[config.mk]
export PLATFORM = sky130hd
export DESIGN_NAME = vmac16_dot_seq
export DESIGN_NICKNAME = d
export VERILOG_FILES = /design/src/rtl/tinyml_pkg.sv /design/src/rtl/vedic16_x_16_sc.sv /design/src/rtl/vmac16_dot_seq.sv
export SDC_FILE = /design/constraint.sdc
export NUM_CORES = 1
export LEC_CHECK = 0
export ABC_AREA = 1
export BUFFER_PORTS_ARGS = -buffer_cell sky130_fd_sc_hd__buf_2
export CAP_MARGIN = 15
export CORE_ASPECT_RATIO = 1.25
export CORE_MARGIN = 2
export CORE_UTILIZATION = 30
export DETAILED_ROUTE_END_ITERATION = 8
export SLEW_MARGIN = 20
export SYNTH_ARGS = -nofsm -noshare
export SYNTH_HDL_FRONTEND = slang
export SYNTH_SLANG_ARGS = --single-unit
[constraint.sdc]
create_clock -name clk -period 14.6 [get_ports clk]
set_input_delay 1.46 -clock clk [delete_from_list [all_inputs] [get_ports clk]]
set_output_delay 1.46 -clock clk [all_outputs]
set_load 0.1 [all_outputs]
[src/rtl/tinyml_pkg.sv]
`default_nettype none
// +--------------------------------------------------------------------------+
// | tinyml_pkg : shared FSM encoding and int32 clamp limits for TinyML MACs   |
// | Rev 1.0                                                                   |
// +--------------------------------------------------------------------------+
package tinyml_pkg;

  typedef enum logic [1:0] {
    ST_IDLE  = 2'd0,
    ST_RUN   = 2'd1,
    ST_DRAIN = 2'd2,
    ST_DONE  = 2'd3
  } state_t;

  localparam int ACC_W_DEFAULT = 40;

  localparam logic signed [ACC_W_DEFAULT-1:0] INT32_MAX =
    {{(ACC_W_DEFAULT-32){1'b0}}, 32'h7FFF_FFFF};
  localparam logic signed [ACC_W_DEFAULT-1:0] INT32_MIN =
    {{(ACC_W_DEFAULT-32){1'b1}}, 32'h8000_0000};

endpackage
`default_nettype wire

[src/rtl/vedic16_x_16_sc.sv]
`default_nettype none
// +--------------------------------------------------------------------------+
// | vedic16_x_16_sc : combinational signed 16x16 multiplier (vedic 8x8 tiles) |
// | Rev 1.0                                                                   |
// +--------------------------------------------------------------------------+
module vedic16_x_16_sc (
  input  logic signed [15:0] a_i,
  input  logic signed [15:0] b_i,
  output logic signed [31:0] p_o
);

  logic [15:0] w_mag_a;
  logic [15:0] w_mag_b;
  logic [15:0] w_pp_ll;
  logic [15:0] w_pp_lh;
  logic [15:0] w_pp_hl;
  logic [15:0] w_pp_hh;
  logic [31:0] w_mag_p;
  logic        w_neg;

  // Magnitudes fit in 16 unsigned bits even for -32768, so the tiles stay 8x8.
  always_comb begin
    w_mag_a = a_i[15] ? 16'(-a_i) : 16'(a_i);
    w_mag_b = b_i[15] ? 16'(-b_i) : 16'(b_i);
    w_neg   = a_i[15] ^ b_i[15];
    w_pp_ll = {8'd0, w_mag_a[7:0]}  * {8'd0, w_mag_b[7:0]};
    w_pp_lh = {8'd0, w_mag_a[7:0]}  * {8'd0, w_mag_b[15:8]};
    w_pp_hl = {8'd0, w_mag_a[15:8]} * {8'd0, w_mag_b[7:0]};
    w_pp_hh = {8'd0, w_mag_a[15:8]} * {8'd0, w_mag_b[15:8]};
    w_mag_p = {w_pp_hh, w_pp_ll}
            + {8'd0, w_pp_lh, 8'd0}
            + {8'd0, w_pp_hl, 8'd0};
    p_o     = w_neg ? 32'(-w_mag_p) : 32'(w_mag_p);
  end

endmodule
`default_nettype wire

[src/rtl/vmac16_dot_seq.sv]
`default_nettype none
// +--------------------------------------------------------------------------+
// | vmac16_dot_seq : pipelined signed 16-bit dot product, int32-saturated     |
// | Rev 1.0                                                                   |
// +--------------------------------------------------------------------------+
module vmac16_dot_seq
  import tinyml_pkg::*;
#(
  parameter int ACC_W = ACC_W_DEFAULT,
  parameter int LEN_W = 8
) (
  input  logic                    clk,
  input  logic                    rst,
  input  logic                    start,
  input  logic [LEN_W-1:0]        len,
  input  logic                    op_valid,
  input  logic signed [15:0]      op_a,
  input  logic signed [15:0]      op_b,
  output logic                    op_ready,
  output logic                    busy,
  output logic                    done,
  output logic [31:0]             result,
  output logic                    sat
);

  localparam logic signed [ACC_W-1:0] c_acc_max = ACC_W'(INT32_MAX);
  localparam logic signed [ACC_W-1:0] c_acc_min = ACC_W'(INT32_MIN);

  state_t                   state_q, state_d;
  logic [LEN_W-1:0]         rem_q, rem_d;
  logic signed [15:0]       a1_q, a1_d;
  logic signed [15:0]       b1_q, b1_d;
  logic                     v1_q, v1_d;
  logic                     v2_q, v2_d;
  logic signed [31:0]       prod_q;
  logic signed [31:0]       w_prod;
  logic signed [ACC_W-1:0]  acc_q, acc_d;
  logic [31:0]              result_q, result_d;
  logic                     sat_q, sat_d;
  logic                     w_hs;
  logic                     w_clip_hi;
  logic                     w_clip_lo;
  logic [31:0]              w_clamped;

  vedic16_x_16_sc u_mult (
    .a_i (a1_q),
    .b_i (b1_q),
    .p_o (w_prod)
  );

  always_comb begin
    w_clip_hi = (acc_q > c_acc_max);
    w_clip_lo = (acc_q < c_acc_min);
    w_clamped = w_clip_hi ? 32'h7FFF_FFFF :
                w_clip_lo ? 32'h8000_0000 : acc_q[31:0];
  end

  always_comb begin
    state_d  = state_q;
    rem_d    = rem_q;
    result_d = result_q;
    sat_d    = sat_q;
    op_ready = (state_q == ST_RUN) && (rem_q != '0);
    busy     = (state_q != ST_IDLE);
    done     = (state_q == ST_DONE);
    w_hs     = op_valid && op_ready;
    a1_d     = w_hs ? op_a : a1_q;
    b1_d     = w_hs ? op_b : b1_q;
    v1_d     = w_hs;
    v2_d     = v1_q;
    acc_d    = v2_q ? (acc_q + ACC_W'(prod_q)) : acc_q;

    case (state_q)
      ST_IDLE: begin
        if (start) begin
          rem_d = len;
          acc_d = '0;
          sat_d = 1'b0;
          if (len == '0) begin
            result_d = '0;
            state_d  = ST_DONE;
          end else begin
            state_d  = ST_RUN;
          end
        end
      end
      ST_RUN: begin
        if (w_hs) begin
          rem_d = rem_q - LEN_W'(1);
          if (rem_q == LEN_W'(1)) state_d = ST_DRAIN;
        end
      end
      ST_DRAIN: begin
        // acc is final once both pipeline stages have emptied.
        if (!v1_q && !v2_q) begin
          result_d = w_clamped;
          sat_d    = w_clip_hi || w_clip_lo;
          state_d  = ST_DONE;
        end
      end
      ST_DONE: state_d = ST_IDLE;
      default: state_d = ST_IDLE;
    endcase
  end

  always_ff @(posedge clk) begin
    if (rst) begin
      state_q  <= ST_IDLE;
      rem_q    <= '0;
      a1_q     <= '0;
      b1_q     <= '0;
      v1_q     <= 1'b0;
      v2_q     <= 1'b0;
      prod_q   <= '0;
      acc_q    <= '0;
      result_q <= '0;
      sat_q    <= 1'b0;
    end else begin
      state_q  <= state_d;
      rem_q    <= rem_d;
      a1_q     <= a1_d;
      b1_q     <= b1_d;
      v1_q     <= v1_d;
      v2_q     <= v2_d;
      prod_q   <= w_prod;
      acc_q    <= acc_d;
      result_q <= result_d;
      sat_q    <= sat_d;
    end
  end

  assign result = result_q;
  assign sat    = sat_q;

endmodule
`default_nettype wire
==> out/results.txt, run 1 <==
Status -> completed
FMAX -> 109 MHz
Diodes inserted -> 0
Drt first pass iters -> 5
Tmin final -> 9170 ps
EDFF count, synth -> 0
Overall routed net length -> 52200 microns
GRT overflow -> 0
Pin count of the biggest net entering global routing -> 67
Critical path capture point type -> register
Final #Nets -> 3334
Power per cell area -> 138 mW/mm^2
Post-Synthesis Cell Area -> 0.0195 sq mm
Layout cells sized above 1 -> 7.84%
RSZ-0062 raised after global routing -> no
Worst-Margin Slew -> 994 ps
Gr usage total -> 15.9%
Clk root buf -> clkbuf_16
Leading area contributor after synthesis -> fa_1
Num CTS Buffers -> 17
CTS H-Tree Depth -> 4
Setup crit start kind -> register
Worst Clk Skew -> 12.0 ps
Gpl congestion -> 0.911
IO Count -> 80
Vias in the first global route -> 17020
Post-CTS Hold Buffers -> 0
CTS Buffer Depth -> 2
Post-synth cell types -> 58
Part of the cycle the worst path needs -> 62.8%
Routed vias -> 17541
Final setup viols -> 0
Max Transition Viols Final -> 0
Pwr Total -> 2940 uW
Hold Vio Cnt, Final -> 0
DIE AREA -> 0.0671 sq mm
Asr flop ratio synth -> 0%
Met1 usage -> 18.7%
DRT antenna net count -> 0
DRC -> 0
Max-slew headroom at the worst pin -> 33.6%
First-pass GRT wire length -> 84800 microns
Post-CTS Setup Bufs -> 0
Final TNS setup -> 0 ps
Synthesized instance count -> 2881
YS warnings -> 0
Max-Cap Viols -> 0
Synth Register Bits -> 149
GR peak layer -> met2
Critical path's most frequent cell -> nand2_1
Crit Path Class -> reg -> reg
Met2 usage -> 28.5%
Top cell type's share of synthesized area -> 16.6%
Arr. time, crit path -> 9560 ps
Syn nets -> 3296
Synth Flop Type -> dfxtp_1
TritonCTS Sinks -> 149
CTS tree -> done
CTS clk-pin slew, worst paths -> 70 ps
Hold Startpoint -> v1_q
Latest clock arrival within the worst-skew pair -> 490 ps
Synth-to-Final Area Change -> 9.60%
Met3 Use GR -> 2.81%
Crit-path max FO -> 15
Initial antenna violation count -> 0
Row Count -> 104
Post-CTS Resized -> 0
Crit path largest cell delay -> 540 ps
Syn_area_per_cell -> 6.77 sq um
Fillers -> 7028
Die W -> 232 microns
Die Y -> 289 microns
Crit-path slowest cell -> fa_1
Maximum VDD drop -> 117 uV
Port Buffers -> 79
LEAKAGE -> 0.0114 uW
Top cells by area, synth -> fa_1 (17%), dfxtp_1 (15%), ha_1 (13%)
Routed WL per cell -> 13.8 microns
Crit path from -> a1_q[0]
Worst Hold Class -> reg -> reg
Seq/Total Area, Yosys -> 15.3%
Reg-to-reg critical path startpoint -> a1_q[0]
Core Region -> 0.0644 sq mm
Detailed Place HPWL -> 43300 microns
Drt initial violations -> 950
Initial Utilization -> 30.3%
Vias/cell -> 4.64
CP required -> 14990 ps
## routing by layer
metal  routed length, microns  part of all wire (%)  vias to the layer above
met5                        0                     0                        -
met4                     1690                   3.2                        0
met3                     1990                   3.8                       85
met2                    25900                    50                      305
met1                    22600                    43                     8036
li1                         -                     -                     9115
## critical path: cells and delay by family (launching register included)
kind	cells	cell delay (ps)
fa+ha+maj	8	3220
flops	1	370
compound gates	7	1180
xor+xnor	1	240
simple gates	25	2890
buf+inv	9	1130
## registers in the layout, summed over array words and instances (netlist names)
name and flops:
a1_q 16, acc_q 40, b1_q 16, prod_q 32, rem_q 8, result 32, sat 1, state_q 2
v1_q 1, v2_q 1
## logic make-up after synthesis
family	count (synthesis)	share of synthesized area (%)
xor+xnor	54	2.52
compound gates	486	13.7
simple gates	1145	25.3
buf+inv	676	13.2
flops	149	15.3
fa+ha+maj	371	30.0
## layout make-up
type	instances	area, sq um	area share (%)
timing repair buffer	86	448	2.09
clock buffer	17	425	1.99
inverter	609	2290	10.7
sequential	149	2980	13.9
tap	848	1060	4.96
multi-input combinational	2056	14000	65.4
clock inverter	15	199	0.930
## report_power, final
group	leakage, uW	switching [uW]	internal [uW]
Clock	0.000300	222	247
Combinational	0.00987	1340	605
Sequential	0.00121	57.1	471
## through the flow
step                      hold WS (ps)  instance area (sq um)  cells  utilization [%]  setup WS, ps
after floorplan                    410                  19500   2881                -          6720
after global placement             416                  20800   3748             32.2          5470
after detailed placement           424                  20800   3748             32.2          5460
after CTS                          430                  21400   3780             33.2          5410
after global routing               473                  21400   3780             33.2          4580
final                              432                  21400   3780             33.2          5430
## cell usage after synthesis (4+ instances only)
cell type / n
ha_1: 209
nand4_1: 21
o211ai_1: 24
nor2_1: 327
fa_1: 162
inv_2: 18
and2_1: 4
nand2_2: 16
o21bai_1: 11
a21o_1: 10
nand2_1: 558
buf_1: 7
nand3_1: 117
xor2_1: 34
a21oi_1: 220
clkbuf_1: 42
or2_2: 16
a211oi_1: 7
inv_1: 580
nor3_2: 9
o21ai_0: 169
buf_2: 15
nor3_1: 20
o21a_1: 6
nor2_2: 24
o21ai_1: 5
xnor2_1: 19
clkinv_1: 8
nand3b_1: 6
dfxtp_1: 149
and3_1: 5
a31oi_1: 17
## final timing paths
path / to / slack (ps) / cells after the start
worst min register to register: v2_q / 430 / 2
worst max-delay path: prod_q[29] / 5430 / 50
worst max register to register: prod_q[29] / 5430 / 50
worst min-delay path: v2_q / 430 / 2
## placed cells by master (no fill, tap or decap), types with 16 or more instances in the layout
cell / netlist / layout
inv_1: 580 / 580
nand2_1: 558 / 557
nor2_1: 327 / 327
a21oi_1: 220 / 219
ha_1: 209 / 209
o21ai_0: 169 / 169
fa_1: 162 / 162
dfxtp_1: 149 / 149
nand3_1: 117 / 117
buf_2: 15 / 79
xor2_1: 34 / 34
nor2_2: 24 / 24
o211ai_1: 24 / 24
nand4_1: 21 / 21
nor3_1: 20 / 20
xnor2_1: 19 / 19
inv_2: 18 / 18
nand2_2: 16 / 17
a31oi_1: 17 / 17
clkbuf_16: 0 / 17
or2_2: 16 / 16
(Power assumes the default switching activity.)
==> run 2, diff against run 1 <==
ABC_AREA = 0   (was 1)
clock period = 7.8 ns   (was 14.6 ns; I/O delays follow)
==> out/results.txt, run 2 <==
Status -> complete, but fails checks
Failing checks -> setup timing
Crit-path slowest cell -> or4_4
Layout cells sized above 1 -> 22.8%
Cell Area, Placed -> 0.0214 sq mm
Diodes inserted -> 0
Post-synth top cells -> nor2_1 (375), inv_1 (242), ha_1 (209)
Max Transition Viols Final -> 0
Final WS setup -> -709 ps
Largest family of logic cells by synthesized area -> adder cells
Post-synthesis simple-gate area fraction -> 18.6%
Synth Area in Compound Gates -> 16.0%
Reg-to-reg endpoint -> prod_q[30]
TritonCTS Sinks -> 149
RSZ-0062 raised after global routing -> yes
CTS H-Tree Depth -> 4
Hold Vio Cnt, Final -> 0
Num CTS Buffers -> 17
Crit path to -> prod_q[30]
Routed vias -> 16228
Drt first pass iters -> 4
Post-CTS Hold Buffers -> 0
Part of the cycle the worst path needs -> 109%
Max-Cap Viols -> 0
LEAKAGE -> 0.0110 uW
Xor-xnor portion of the synthesized cell area -> 7.68%
Die Y -> 278 microns
Worst-Margin Slew -> 1020 ps
DP Worst Slack -> -878 ps
GRT overflow -> 0
Syn_area_per_cell -> 8.07 sq um
FMAX -> 118 MHz
Synth Register Bits -> 149
Overall routed net length -> 48400 microns
Vias/cell -> 4.89
Hold slack -> 473 ps
Vias in the first global route -> 16757
Post-route cell area -> 0.0227 sq mm
Crit Path Class -> reg -> reg
Power per cell area -> 176 mW/mm^2
Syn nets -> 2646
Initial Utilization -> 30.3%
Max-slew headroom at the worst pin -> 31.8%
Worst Hold Class -> reg -> reg
Synthesized instance count -> 2231
Flop-to-flop setup slack -> -710 ps
Setup crit start kind -> register
Reg-to-reg critical path startpoint -> b1_q[0]
EDFF count, synth -> 0
Initial antenna violation count -> 0
Top cells by area, synth -> fa_1 (18%), dfxtp_1 (17%), ha_1 (15%)
Asr flop ratio synth -> 0%
Finished Layout Cells -> 3322
Row Count -> 100
R2R depth -> 37
Critical path capture point type -> register
Most frequent cells in the layout -> nor2_1 (369), buf_4 (291), inv_1 (231)
Critical path's most frequent cell -> fa_1
Crit path from -> b1_q[0]
Commonest non-fill, non-tap cell in the layout -> nor2_1
Crit path largest cell delay -> 550 ps
Final setup viols -> 17
Post-Synthesis Cell Area -> 0.0180 sq mm
Routed WL per cell -> 14.6 microns
Placed cells -> 3263
Adder-Cell Fraction of Synth Area -> 32.6%
YS warnings -> 0
Detailed Place HPWL -> 39900 microns
CTS tree -> done
Max reg flops -> 40
Arr. time, crit path -> 8830 ps
Maximum VDD drop -> 144 uV
CTS Buffer Depth -> 2
Gpl congestion -> 0.875
Post-synth cell types -> 83
Crit-path max FO -> 4
Worst Clk Skew -> 14.4 ps
Core Region -> 0.0594 sq mm
Pin count of the biggest net entering global routing -> 59
Top cell type's share of synthesized area -> 18.0%
Count leader, synth -> nor2_1
Seq/Total Area, Yosys -> 16.6%
CTS clk-pin slew, worst paths -> 60 ps
Drt initial violations -> 756
DIE AREA -> 0.0620 sq mm
Final #Nets -> 2959
Multiplexer area fraction after synthesis -> 1.62%
Most flop-heavy register -> acc_q
Leading area contributor after synthesis -> fa_1
DRT antenna net count -> 0
Clk root buf -> clkbuf_16
Synth Flop Type -> dfxtp_1
Tmin final -> 8510 ps
IO Count -> 80
Synth-to-Final Area Change -> 26.2%
Die W -> 223 microns
Gr usage total -> 15.6%
First-pass GRT wire length -> 80300 microns
DRC -> 0
Port Buffers -> 79
Latest clock arrival within the worst-skew pair -> 440 ps
CP required -> 8120 ps
-- run 2: per-layer routing --
metal	wire length [microns]	share of wire (%)	track usage (%)	vias to the layer above
met3	1050	2.2	1.46	57
li1	-	-	-	8060
met4	1010	2.1	4.58	0
met1	20500	42	18.2	7880
met5	0	0	0	-
met2	25900	53	29.9	231
-- run 2: area by class of cell --
| type | instances | area [sq um] |
|---|---|---|
| Multi-Input combinational cell | 1751 | 14500 |
| Timing Repair Buffer | 383 | 2740 |
| Inverter | 242 | 911 |
| Clock inverter | 11 | 114 |
| Clock buffer | 21 | 470 |
| Sequential cell | 149 | 2990 |
| Fill cell | 5999 | 36700 |
| Tap cell | 765 | 957 |
-- run 2: timing repair --
item / CTS / global route
setup buffers: 18 / 12
pin swaps: 62 / 43
gates cloned: 0 / 0
resized for setup: 48 / 51
endpoints found under the hold margin: 0 / 0
setup endpoints to repair: 18 / 18
-- run 2: cell families (layout without fill, tap and decap cells) --
| family | count (synthesis) | in the layout |
|---|---|---|
| multiplexers | 29 | 29 |
| adder cells (fa/ha/maj) | 371 | 371 |
| flip-flops | 149 | 149 |
| XOR/XNOR | 157 | 157 |
| AO/OA/AOI/OAI | 456 | 456 |
| buffers and inverters | 331 | 657 |
| AND/OR/NAND/NOR | 738 | 738 |
-- run 2: critical path: cells and delay by family, from the launching register on --
kind / cells / cell delay [ps]
AO/OA/AOI/OAI: 7 / 1050
XOR/XNOR: 2 / 210
adder cells (fa/ha/maj): 8 / 3150
buffers and inverters: 7 / 500
flip-flops: 1 / 320
multiplexers: 1 / 350
AND/OR/NAND/NOR: 12 / 2810
-- run 2: how the worst min path moves through the flow --
| stage | start | end | cells past startpoint |
|---|---|---|---|
| after floorplan | v1_q | v2_q | 1 |
| after global placement | v1_q | v2_q | 1 |
| after detailed placement | v1_q | v2_q | 1 |
| final | v1_q | v2_q | 1 |
| after global routing | v1_q | v2_q | 1 |
| after CTS | v1_q | v2_q | 1 |
-- run 2: metrics by stage --
| stage | setup TNS [ps] | utilization, % | power, uW |
|---|---|---|---|
| 6_report | -7630 | 38.2 | 4000 |
| 5_1_grt | -13170 | 38.2 | 4270 |
| 4_1_cts | -6780 | 37.6 | 3920 |
| 3_5_place_dp | -10270 | 36.0 | 2890 |
| 3_3_place_gp | -8030 | 36.0 | 2860 |
| 2_1_floorplan | -2050 | - | 2160 |
-- run 2: power by group --
group | switching (uW) | internal [uW]
registers | 60.8 | 841
clock network | 351 | 471
logic | 1290 | 991
total | 1700 | 2300
